### src/rtl/debug_clock_display.sv
// Board-test pacing for the multicycle core: tick generator, step debouncer
// and an iterative binary-to-BCD converter for the selected register.
module debug_clock_display #(
    parameter int DIV_BITS      = 25,
    parameter int DATA_W        = 16,
    parameter int NUM_REGS      = 8,
    parameter int SEL_W         = $clog2(NUM_REGS),
    parameter int BCD_DIGITS    = 5,
    parameter int DEBOUNCE_BITS = 16
) (
    input  logic                       Clock,
    input  logic                       Resetn,
    input  logic [1:0]                 iMode,
    input  logic                       iStep,
    input  logic [SEL_W-1:0]           iSel,
    input  logic [DATA_W*NUM_REGS-1:0] iRegs,
    output logic                       oTick,
    output logic [15:0]                oTickCount,
    output logic [4*BCD_DIGITS-1:0]    oBcd,
    output logic                       oBcdValid
);

    localparam int CNT_W = $clog2(DATA_W + 1);
    localparam int BCD_W = 4 * BCD_DIGITS;

    typedef enum logic [1:0] {
        S_IDLE,
        S_LOAD,
        S_SHIFT,
        S_DONE
    } state_t;

    logic                     step_s1, step_s2, step_s3;
    logic [DEBOUNCE_BITS-1:0] db_cnt;
    logic                     step_db, step_db_q;
    logic                     step_rise;

    logic [1:0]          mode_q;
    logic                mode_chg;
    logic [DIV_BITS-1:0] div;
    logic                tick_d;

    logic [SEL_W-1:0] sel_q;
    logic             init_q;
    logic             req;
    logic             pending_q;

    state_t             state_q, state_d;
    logic [CNT_W-1:0]   sh_cnt;
    logic [DATA_W-1:0]  snap;
    logic [DATA_W-1:0]  sel_word;
    logic [BCD_W-1:0]   bcd;
    logic [BCD_W-1:0]   bcd_adj;

    // Step button: two-flop sync, then accept a level only after it sat still
    always_ff @(posedge Clock) begin
        if (!Resetn) begin
            step_s1   <= 1'b0;
            step_s2   <= 1'b0;
            step_s3   <= 1'b0;
            db_cnt    <= '0;
            step_db   <= 1'b0;
            step_db_q <= 1'b0;
        end else begin
            step_s1   <= iStep;
            step_s2   <= step_s1;
            step_s3   <= step_s2;
            step_db_q <= step_db;
            if (step_s2 != step_s3) begin
                db_cnt <= '0;
            end else if (db_cnt != '1) begin
                db_cnt <= db_cnt + 1'b1;
            end
            if (db_cnt == '1) begin
                step_db <= step_s3;
            end
        end
    end

    assign step_rise = step_db & ~step_db_q;
    assign mode_chg  = (iMode != mode_q);

    always_comb begin
        tick_d = 1'b0;
        unique case (iMode)
            2'b01:   tick_d = !mode_chg && (div == '1);
            2'b10:   tick_d = step_rise;
            2'b11:   tick_d = 1'b1;
            default: tick_d = 1'b0;
        endcase
    end

    always_ff @(posedge Clock) begin
        if (!Resetn) begin
            mode_q     <= 2'b00;
            div        <= '0;
            oTick      <= 1'b0;
            oTickCount <= '0;
        end else begin
            mode_q     <= iMode;
            oTick      <= tick_d;
            oTickCount <= oTickCount + {15'b0, oTick};
            if (mode_chg || iMode != 2'b01) begin
                div <= '0;
            end else begin
                div <= div + 1'b1;
            end
        end
    end

    // Ticks, selector changes and reset release all coalesce into one request
    assign req = oTick | (iSel != sel_q) | init_q;

    always_comb begin
        sel_word = '0;
        for (int k = 0; k < NUM_REGS; k++) begin
            if (iSel == SEL_W'(k)) begin
                sel_word = iRegs[k*DATA_W +: DATA_W];
            end
        end
    end

    always_comb begin
        bcd_adj = bcd;
        for (int i = 0; i < BCD_DIGITS; i++) begin
            if (bcd[4*i +: 4] >= 4'd5) begin
                bcd_adj[4*i +: 4] = bcd[4*i +: 4] + 4'd3;
            end
        end
    end

    always_comb begin
        state_d = state_q;
        unique case (state_q)
            S_IDLE:  if (req) state_d = S_LOAD;
            S_LOAD:  state_d = S_SHIFT;
            S_SHIFT: if (sh_cnt == CNT_W'(DATA_W - 1)) state_d = S_DONE;
            S_DONE:  state_d = (pending_q || req) ? S_LOAD : S_IDLE;
        endcase
    end

    always_ff @(posedge Clock) begin
        if (!Resetn) begin
            state_q   <= S_IDLE;
            sel_q     <= '0;
            init_q    <= 1'b1;
            pending_q <= 1'b0;
            sh_cnt    <= '0;
            snap      <= '0;
            bcd       <= '0;
            oBcd      <= '0;
            oBcdValid <= 1'b0;
        end else begin
            state_q <= state_d;
            sel_q   <= iSel;
            init_q  <= 1'b0;
            if (state_q == S_DONE) begin
                pending_q <= 1'b0;
            end else if (state_q != S_IDLE && req) begin
                pending_q <= 1'b1;
            end
            if (state_q == S_DONE) begin
                oBcd      <= bcd;
                oBcdValid <= !(pending_q || req);
            end else if (req) begin
                oBcdValid <= 1'b0;
            end
            if (state_q == S_LOAD) begin
                snap   <= sel_word;
                bcd    <= '0;
                sh_cnt <= '0;
            end else if (state_q == S_SHIFT) begin
                {bcd, snap} <= {bcd_adj, snap} << 1;
                sh_cnt      <= sh_cnt + 1'b1;
            end
        end
    end

endmodule

### config.mk
export PLATFORM = sky130hd
export DESIGN_NAME = debug_clock_display
export DESIGN_NICKNAME = d
export VERILOG_FILES = /design/src/rtl/debug_clock_display.sv
export SDC_FILE = /design/constraint.sdc
export NUM_CORES = 1
export LEC_CHECK = 0
export ABC_AREA = 1
export BUFFER_PORTS_ARGS = -buffer_cell sky130_fd_sc_hd__buf_2
export CAP_MARGIN = 20
export CORE_ASPECT_RATIO = 0.75
export CORE_MARGIN = 3
export CORE_UTILIZATION = 25
export CTS_CLUSTER_DIAMETER = 30
export DETAILED_ROUTE_END_ITERATION = 10
export GPL_TIMING_DRIVEN = 1
export SLEW_MARGIN = 20
export SYNTH_ARGS = -nofsm -noshare
export SYNTH_HDL_FRONTEND = slang
export SYNTH_SLANG_ARGS = --single-unit
export TNS_END_PERCENT = 1
### constraint.sdc
create_clock -name Clock -period 4.76 [get_ports Clock]
set_clock_uncertainty 0.15 [all_clocks]
set_input_delay 0.238 -clock Clock [delete_from_list [all_inputs] [get_ports Clock]]
set_output_delay 0.238 -clock Clock [all_outputs]
set_load 0.02 [all_outputs]
==> results of run 1 <==
[per-layer routing]
layer	vias to the layer above	track usage (%)	share of wire, %	wire length (um)
met3	16	3.02	4.2	794
met5	-	0	0	0
met4	0	3.07	0.89	167
met1	3113	17.7	50	9460
met2	121	20.3	45	8440
li1	3691	-	-	-
[power breakdown]
part / internal [mW] / switching (mW) / total [mW]
Clock: 0.888 / 0.493 / 1.38
Sequential: 1.27 / 0.0775 / 1.34
Combinational: 0.289 / 0.547 / 0.837
Total: 2.44 / 1.12 / 3.56
[cell families (layout without fill, tap and decap cells)]
kind of cell / Yosys count / in the layout / synth area share (%)
AOI/OAI and AO/OA: 206 / 206 / 15.1
xor gates and xnor gates: 27 / 27 / 3.37
adders and majority gates: 20 / 20 / 3.57
buffers and inverters: 174 / 349 / 9.64
DFF: 134 / 134 / 38.3
and+or+nand+nor: 477 / 477 / 30.1
[final cells by class]
cell class | count | share of cell area (%)
Inverter | 138 | 5.88
Clock buffer | 19 | 5.00
Tap cell | 351 | 4.96
Multi-Input combinational cell | 730 | 41.4
Timing Repair Buffer | 179 | 10.4
Clock inverter | 13 | 2.02
Sequential cell | 134 | 30.3
[per-stage QoR]
stage	worst slack [ns]	hold slack, ns	instances	util [%]	power, mW
finish	2.03	0.0513	1564	32.5	3.56
global route	1.71	0.0487	1564	32.5	3.82
CTS	1.98	0.0157	1564	32.4	3.61
detailed placement	1.89	0.252	1527	30.0	2.20
global placement	1.92	0.254	1527	30.0	2.19
floorplan	2.84	0.181	1038	-	1.96
[cells in the mapped netlist]
| cell | n |
|---|---|
| clkinv_1 | 3 |
| nand3_1 | 46 |
| inv_4 | 1 |
| xor2_1 | 17 |
| and3_1 | 1 |
| inv_1 | 131 |
| nand3b_1 | 2 |
| buf_2 | 10 |
| xnor2_1 | 10 |
| o21a_1 | 3 |
| clkbuf_1 | 24 |
| nor3b_1 | 6 |
| nor3_1 | 20 |
| ha_1 | 20 |
| a21oi_1 | 114 |
| o21ai_0 | 81 |
| o21bai_1 | 1 |
| a21o_1 | 1 |
| and3b_1 | 1 |
| nor2_1 | 131 |
| nor4_1 | 1 |
| a31oi_1 | 2 |
| o21ai_2 | 1 |
| nand4_1 | 33 |
| a211oi_1 | 3 |
| buf_4 | 2 |
| dfxtp_1 | 134 |
| nand2_1 | 213 |
| or2_2 | 7 |
| nor3_4 | 4 |
| nor2_2 | 7 |
| inv_2 | 3 |
| nand3_2 | 1 |
| nand2b_1 | 1 |
| nor2_4 | 1 |
| nor3_2 | 2 |
[worst register-to-register path, delay by kind of cell (launching register included)]
family	cells	cell delay, ns
buffers and inverters	3	0.76
DFF	1	0.35
AOI/OAI and AO/OA	2	0.21
adders and majority gates	1	0.60
and+or+nand+nor	3	0.57
[timing repair]
item	CTS	global route
hold endpoints to repair	5	0
hold buffers	5	0
setup buffers	0	0
[registers in the layout (all words and copies together), names as in the netlist]
register,flops
div,25
bcd,20
oBcd,20
db_cnt,16
oTickCount,16
snap,16
sh_cnt,5
sel_q,3
mode_q,2
state_q,2
init_q,1
oBcdValid,1
oTick,1
pending_q,1
step_db,1
step_db_q,1
step_s1,1
step_s2,1
step_s3,1
[cells in the final DEF, fill, tap and decap left out, drive strengths merged, types with 2 or more instances in the layout]
cell type / netlist / layout
xnor2: 10 / 10
buf: 12 / 174
o21a: 3 / 3
xor2: 17 / 17
a31oi: 2 / 2
nand3b: 2 / 2
or2: 7 / 7
nor3b: 6 / 6
dfxtp: 134 / 134
nor2: 139 / 139
nand3: 47 / 47
nand4: 33 / 33
nor3: 26 / 26
clkbuf: 24 / 19
dlygate4sd3: 0 / 5
a211oi: 3 / 3
o21ai: 82 / 82
nand2: 213 / 213
clkinv: 3 / 10
bufinv: 0 / 4
ha: 20 / 20
inv: 135 / 136
a21oi: 114 / 114
[final timing paths]
path / slack [ns] / depth (start not counted) / from / endpoint
worst max-delay path: 2.03 / 9 / state_q[0] / state_q[0]
worst min-delay path: 0.05 / 3 / iSel[1] / sel_q[1]
worst max register to register: 2.03 / 9 / state_q[0] / state_q[0]
worst min register to register: 0.26 / 2 / step_s1 / step_s2
==> results.yml, run 1 <==
die:
  initial_cell_density_of_the_core_pct: 25.7
  ios: 174
  floorplan.die_area_um2: 30100
  rows: 52
  die_boundary_width_um: 199
  core_area_um2: 27300
  die_height_um: 151
setup_path:
  critical-path-top-cell-by-count: "inv_1"
  worst-path-buf-inv: 3
  worst-path-max-fanout: 30
  worst-endpoint-arrival_ns: 2.92
  cp_slowest_cell: "ha_1"
  critical_path.endpoint_type: "register"
  crit_path_cell_trace: "inv_1, ha_1, inv_1, or2_2, o21ai_2, inv_1, nand2_1, nand2_1, a21oi_1"
  worst_setup_path_start_kind: "register"
  critical-path-max-stage-delay_ns: 0.60
  cp_top_family: "buffers and inverters"
  critical_path_class: "register to register"
  worst_ep_required_time_ns: 4.95
timing:
  max_slew_vio_count: 0
  hold_viol: 0
  timing.max_slew.rel_slack_pct: 39.6
  min_period_over_period_pct: 57.4
  setup-tns-final_ns: 0
  tightestPinTransition_ns: 0.905
  minimum_period_implied_by_the_final_worst_setup_slack_ns: 2.73
  final_setup_violating_endpoints: 0
  rsz0062_at_grt: "no"
  timing_limited_maximum_frequency_mhz: 366
finish:
  area_occupied_by_multi_input_gates_um2: 3660
  drive_gt1_share_pct: 19.2
  finalNetCount: 1356
  flow.area_growth_from_synthesis_pct: 26.2
  finish.instance_area_um2: 8850
  final.fill_count: 2948
  register_area_um2: 2680
  antenna_cells: 0
synth:
  netlist-cell-type-count: 36
  syn-num-nets: 1194
  yosys.area.top_type: "dfxtp_1"
  synth_top_area_share_pct: 38.3
  synth.yosys.warnings: 0
  syn_area_per_cell_um2: 6.76
  yosys_register_bits: 134
  yosys-top-cells-area: "dfxtp_1 (38%), nand2_1 (11%), a21oi_1 (8.1%), inv_1 (7.0%), nor2_1 (7.0%)"
  postSynthCellCount: 1038
  mappedNetlistArea_um2: 7010
  synth_sequential_area_ratio_pct: 38.3
grt:
  grt_pass1_vias: 6482
  grt_first_pass_wirelength_um: 31300
  initial_antenna_violation_count: 0
  global_route.overflow_total: 0
  grt.total_usage_pct: 12.8
  pin_count_of_the_biggest_net_entering_global_routing: 61
outcome:
  status: "complete, no violations"
power:
  irDropWorstVdd_mv: 0.238
  power_density_nw_per_um2: 402
  total_leakage_power_nw: 4.09
cts:
  cts.sinks: 134
  clock_tree_from_tritoncts: "done"
  htree_num_levels: 4
  clock_tree.root_cell: "clkbuf_16"
  cts_repair_resize_count: 0
  clock_insertion_delay_worst_skew_ns: 0.42
  clock_path_buffers: 2
  cts.clk_slew.worst_paths_ns: 0.06
  cts_buffers: 17
route:
  drt-wirelength-per-cell_um: 12.1
  routed-via-count: 6941
  drt-vias-per-instance: 4.44
  remaining_drc_errors: 0
  ant_nets: 0
  routed_wirelength_um: 18900
  number_of_design_rule_violations_left_by_the_first_detailed_router_iteration: 362
  drt-pass1-iter-count: 5
placement:
  hpwlAfterDp_um: 14200
  post_dp_cell_area_um2: 8170
  portBuffers: 173
  gp_routability_congestion: 0.791
flow_run:
  max_cap_viol_count: 0
min_path:
  holdCritPathClass: "primary input to register"
Note: power is estimated with default switching activity, not from simulation.
==> inputs of run 2 (changes only) <==
==> constraint.sdc (replaced) <==
create_clock -name Clock -period 2.2 [get_ports Clock]
set_clock_uncertainty 0.15 [all_clocks]
set_input_delay 0.11 -clock Clock [delete_from_list [all_inputs] [get_ports Clock]]
set_output_delay 0.11 -clock Clock [all_outputs]
set_load 0.02 [all_outputs]
==> run 2 against run 1 <==
Net effect: cell area grew 10%; hold slack lost 0.033 ns; via count grew 7.0%; core utilization grew 3.2 points; power grew 120%; global-route usage grew 1.1 points; non-clock buffer count grew 95; critical path depth is the same.
==> results.yml, run 2 (same netlist as run 1, synthesis figures left out) <==
finish:
  fin_util_pct: 35.7
  final.fill_count: 2846
  mostFrequentLayoutCell: "nand2_1"
  top_regs: "div x25, bcd x20, oBcd x20"
  layout_common_cells: "nand2_1 (213), buf_2 (173), dfxtp_1 (134)"
  antenna_cells: 0
  max_flop_register: "div"
  flow.area_growth_from_synthesis_pct: 38.8
  largest_register_ff_count: 25
  finalNetCount: 1451
  drive_gt1_share_pct: 19.3
route:
  routed_wirelength_um: 20600
  drt-pass1-iter-count: 5
  number_of_design_rule_violations_left_by_the_first_detailed_router_iteration: 453
  ant_nets: 0
  routed-via-count: 7429
  remaining_drc_errors: 0
  drt-wirelength-per-cell_um: 12.4
  drt-vias-per-instance: 4.48
setup_path:
  worst-path-max-fanout: 11
  worst-endpoint-arrival_ns: 2.13
  worst_setup_path_start_kind: "register"
  worst_ep_required_time_ns: 2.36
  r2r_slack_ns: 0.23
  critical_path_class: "register to register"
  critical_path.endpoint_type: "register"
grt:
  grt_pass1_vias: 7102
  pin_count_of_the_biggest_net_entering_global_routing: 34
  grt.total_usage_pct: 13.9
  initial_antenna_violation_count: 0
  grt_first_pass_wirelength_um: 34100
  global_route.overflow_total: 0
cts:
  cts.sinks: 134
  postCtsSetupBuffers: 0
  clock_tree.root_cell: "clkbuf_16"
  cts_buffers: 17
  clock_tree_from_tritoncts: "done"
  htree_num_levels: 4
  cts.clk_slew.worst_paths_ns: 0.06
  clock_path_buffers: 2
  clock_insertion_delay_worst_skew_ns: 0.42
timing:
  timing_limited_maximum_frequency_mhz: 507
  rsz0062_at_grt: "no"
  max_slew_vio_count: 0
  setup-tns-final_ns: 0
  final_setup_violating_endpoints: 0
  hold_viol: 0
  tightestPinTransition_ns: 0.538
  minimum_period_implied_by_the_final_worst_setup_slack_ns: 1.97
  timing.max_slew.rel_slack_pct: 64.1
  min_period_over_period_pct: 89.7
power:
  irDropWorstVdd_mv: 0.453
  power_density_nw_per_um2: 804
  total_leakage_power_nw: 4.47
placement:
  portBuffers: 173
  gp_routability_congestion: 0.809
  hpwlAfterDp_um: 14500
flow_run:
  max_cap_viol_count: 0
die:
  die_boundary_width_um: 199
  floorplan.die_area_um2: 30100
  die_height_um: 151
  ios: 174
  rows: 52
  initial_cell_density_of_the_core_pct: 25.7
  core_area_um2: 27300
min_path:
  holdCritPathClass: "primary input to register"
outcome:
  status: "complete, no violations"
-- run 2: final timing paths --
| kind | start | end | cells after the start |
|---|---|---|---|
| max | db_cnt[0] | db_cnt[7] | 9 |
| min | iRegs[5] | snap[5] | 7 |
| max reg2reg | db_cnt[0] | db_cnt[7] | 9 |
| min reg2reg | step_s1 | step_s2 | 2 |
-- run 2: stage by stage --
step / std cells / hold slack, ns / setup slack [ns] / instance area (um2) / power [mW]
floorplan: 1038 / 0.0535 / 0.285 / 7010 / 4.23
global placement: 1545 / 0.153 / 0.167 / 8320 / 4.88
detailed placement: 1545 / 0.150 / 0.101 / 8320 / 4.91
finish: 1659 / 0.0188 / 0.226 / 9730 / 7.82
CTS: 1659 / 0.00111 / 0.0707 / 9720 / 7.92
global route: 1659 / 0.0372 / 0.0150 / 9730 / 8.39
-- run 2: per-layer routing --
layer  wire length [um]  part of all wire (%)  track usage (%)
met1              10100                    49             19.0
met3                956                   4.6             3.22
met2               9120                    44             21.6
met4                406                   2.0             4.99
met5                  0                     0                0
-- run 2: final cells by class --
class,count,area [um2],share of cell area (%)
inverters,138,520,5.35
well taps,351,439,4.51
repair buffers,274,1840,18.9
clock buffers,20,457,4.69
flip-flops and latches,134,2680,27.6
clock inverters,12,129,1.32
multi-input cells,730,3660,37.6
-- run 2: timing repair --
item	CTS	global route
hold buffers	82	0
gates resized for setup	0	3
endpoints found under the hold margin	25	0
endpoints found under the setup margin	0	10
-- run 2: worst max-delay path: stages (launching register included) --
cell,delay [ns]
dfxtp_1,0.36
ha_1,0.21
nand3_1,0.10
nor2_2,0.17
inv_1,0.07
nor2_2,0.17
nand3_2,0.24
nand2_1,0.17
xor2_1,0.16
nor2_1,0.05
-- run 2: where the power goes --
group / switching (mW) / internal, mW
clock: 1.12 / 1.72
combinational: 1.26 / 0.818
sequential: 0.168 / 2.74
==> inputs of run 3 (changes only) <==
--- a/config.mk
+++ b/config.mk
@@ -5,15 +5,15 @@
 export SDC_FILE = /design/constraint.sdc
 export NUM_CORES = 1
 export LEC_CHECK = 0
-export ABC_AREA = 1
 export BUFFER_PORTS_ARGS = -buffer_cell sky130_fd_sc_hd__buf_2
 export CAP_MARGIN = 20
 export CORE_ASPECT_RATIO = 0.75
 export CORE_MARGIN = 3
-export CORE_UTILIZATION = 25
+export CORE_UTILIZATION = 49
 export CTS_CLUSTER_DIAMETER = 30
 export DETAILED_ROUTE_END_ITERATION = 10
 export GPL_TIMING_DRIVEN = 1
+export PLACE_DENSITY = 0.77
 export SLEW_MARGIN = 20
 export SYNTH_ARGS = -nofsm -noshare
 export SYNTH_HDL_FRONTEND = slang
==> run 3 against run 2 <==
Net effect: power decreased by 9.5%; hold slack got worse by 0.0046 ns; wire length is 3.5% higher; global-route usage up 12 points; core utilization rose by 32 points; fmax is 3.9% lower; combinational power decreased by 14%; synthesized area increased by 2.3%; critical path depth shrank 5; final cell count decreased by 22%; critical path type unchanged; highest routed layer unchanged.
==> results.yml, run 3 <==
outcome:
  status: "complete, no violations"
timing:
  max_slew_vio_count: 0
  hold_viol: 0
  min_period_over_period_pct: 93.4
  rsz0062_at_grt: "yes"
  timing.max_slew.rel_slack_pct: 48.6
  minimum_period_implied_by_the_final_worst_setup_slack_ns: 2.05
  final_setup_violating_endpoints: 0
  layout_setup_ws_ns: 0.145
  tightestPinTransition_ns: 0.770
  timing_limited_maximum_frequency_mhz: 487
flow_run:
  max_cap_viol_count: 0
power:
  p_comb_share_pct: 24.9
  p_total_mw: 7.08
  power_density_nw_per_um2: 749
  irDropWorstVdd_mv: 0.478
  power_switching_mw: 2.11
  seq_pwr_share_pct: 37.6
  total_leakage_power_nw: 3.63
  clock_power_share_pct: 37.4
  power_switching_share_pct: 29.7
  p_int_mw: 4.97
grt:
  grt_pass1_vias: 7163
  global_route.overflow_total: 0
  grt.total_usage_pct: 26.1
  initial_antenna_violation_count: 0
  grt_first_pass_wirelength_um: 35200
  pin_count_of_the_biggest_net_entering_global_routing: 50
finish:
  antenna_cells: 0
  top_regs: "div x25, bcd x20, oBcd x20"
  finalNetCount: 1241
  layout_common_cells: "buf_2 (173), dfxtp_1 (132), o21ai_0 (76)"
  final_non_filler_cells: 1291
  flow.area_growth_from_synthesis_pct: 31.9
  mostFrequentLayoutCell: "buf_2"
  largest_register_ff_count: 25
  drive_gt1_share_pct: 22.8
  max_flop_register: "div"
  fin_util_pct: 67.4
  final.fill_count: 1082
setup_path:
  crit_path_end: "oTickCount[15]"
  r2r_end: "oTickCount[15]"
  setup.worst_path.start: "oTickCount[5]"
  worst-endpoint-arrival_ns: 2.25
  worst_setup_path_start_kind: "register"
  cp_num_cells: 4
  critical_path.reg2reg.startpoint: "oTickCount[5]"
  worst-path-max-fanout: 8
  r2r_slack_ns: 0.15
  cp_top_family: "simple AND/OR/NAND/NOR gates"
  critical_path.endpoint_type: "register"
  cp_slowest_cell: "or4_4"
  critical_path_class: "register to register"
  crit_path_cell_trace: "nand4_4, or4_4, or4_1, a21oi_1"
  worst-path-buf-inv: 0
  critical-path-max-stage-delay_ns: 0.59
  worst_ep_required_time_ns: 2.39
  timing.reg2reg.worst_path_depth: 4
synth:
  synth_top_area_share_pct: 37.4
  syn_area_per_cell_um2: 8.33
  yosys_register_bits: 134
  netlist-cell-type-count: 49
  muxShareOfSynthArea_pct: 4.73
  synthTopCellsByCount: "dfxtp_1 (134), o21ai_0 (76), nor2_1 (74)"
  largest_family_of_logic_cells_by_synthesized_area: "compound AO/OA/AOI/OAI gates"
  synth-edff-count: 0
  post-synth-top-count-cell: "dfxtp_1"
  synth_sequential_area_ratio_pct: 37.4
  postSynth.asyncResetShare_pct: 0
  share_of_synthesized_cell_area_in_and_or_nand_and_nor_gates_pct: 20.8
  mappedNetlistArea_um2: 7170
  synth_ff_type: "dfxtp_1"
  yosys-top-cells-area: "dfxtp_1 (37%), o21ai_0 (5.3%), a21oi_1 (4.6%), nor2_1 (3.9%), mux2i_1 (3.6%)"
  synth_xor_xnor_area_share_pct: 4.52
  synthAdderAreaFrac_pct: 3.49
  postSynthCellCount: 861
  syn-num-nets: 1017
  yosys.area.top_type: "dfxtp_1"
  compound_gate_fraction_of_synth_area_pct: 24.6
  synth.yosys.warnings: 0
route:
  drt-vias-per-instance: 5.70
  routed-via-count: 7365
  ant_nets: 0
  drt-wirelength-per-cell_um: 16.5
  routed_wirelength_um: 21300
  drt-pass1-iter-count: 6
  number_of_design_rule_violations_left_by_the_first_detailed_router_iteration: 471
  remaining_drc_errors: 0
placement:
  pre_cts_ws_ns: 0.0704
  gp_routability_congestion: 0.901
  hpwlAfterDp_um: 14300
  place_inst: 1202
  portBuffers: 173
cts:
  clock_insertion_delay_worst_skew_ns: 0.41
  clock_tree_from_tritoncts: "done"
  cts.clk_slew.worst_paths_ns: 0.06
  postCtsSetupBuffers: 0
  clock_tree.root_cell: "clkbuf_16"
  htree_num_levels: 4
  cts.sinks: 134
  clock_path_buffers: 2
  cts_buffers: 17
die:
  core_area_um2: 14000
  die_height_um: 111
  rows: 37
  initial_cell_density_of_the_core_pct: 51.1
  floorplan.die_area_um2: 16100
  ios: 174
  die_boundary_width_um: 146
min_path:
  holdCritPathClass: "primary input to register"
  hold_start: "iRegs[85]"
  hold-path-cell-count: 4
## run 3: cell count changes in the layout (fill, tap and decap cells not counted), moves of 18 or more
cell / delta
a21oi_1: -48
inv_1: -105
nand4_1: -19
dlygate4sd3_1: -23
nand2b_1: +21
o211ai_1: +18
and2_1: +27
a21o_1: +18
nor2_1: -56
nand2_1: -184
mux2i_1: +26
## run 3: layer usage
metal,share of wire (%),vias up,GRT usage [%]
met5,0,-,0
met4,2.9,0,10.2
met3,6.2,51,5.60
met2,44,307,40.8
met1,46,3394,35.3
li1,-,3613,-
## run 3: per-stage QoR
stage               instance area, um2  hold slack (ns)  setup TNS [ns]
global route                      9460           0.0330         -0.0122
detailed placement                8300            0.191               0
floorplan                         7170           0.0873               0
finish                            9460           0.0141               0
CTS                               9440          0.00307               0
global placement                  8300            0.198               0
## run 3: worst min-delay path, delay by kind of cell
family,cells,cell delay (ns)
AOI/OAI and AO/OA,2,0.26
buffers and inverters,1,0.07
and+or+nand+nor,1,0.11
## run 3: area by class of cell
class / instances / area (um2) / area share (%)
Clock buffer: 21 / 470 / 4.97
Inverter: 29 / 109 / 1.15
Tap cell: 195 / 244 / 2.58
Timing Repair Buffer: 260 / 1690 / 17.9
Multi-Input combinational cell: 643 / 4180 / 44.2
Clock inverter: 9 / 78.8 / 0.834
Sequential cell: 134 / 2690 / 28.4
## run 3: power by group through the flow
stage / registers, mW / logic, mW / clock network [mW]
4_1_cts: 2.66 / 1.75 / 2.68
6_report: 2.66 / 1.77 / 2.65
2_1_floorplan: 2.69 / 1.14 / 0
3_5_place_dp: 2.71 / 1.65 / 0
5_1_grt: 2.68 / 1.96 / 2.78
3_3_place_gp: 2.71 / 1.63 / 0
## run 3: worst min path at each step
stage                    to
floorplan           step_s1
global placement    step_s1
detailed placement  step_s1
CTS                 snap[5]
global route        step_s2
finish              snap[5]
## run 3: timing repair
item | in CTS | in global routing
hold buffers | 59 | 0
endpoints found under the setup margin | 0 | 8
gates resized for setup | 0 | 5
endpoints found under the hold margin | 19 | 0
## run 3: logic make-up after synthesis
group,after synthesis
compound gates,273
xor+xnor,37
fa+ha+maj,20
buf+inv,84
flops,134
mux,32
simple gates,281
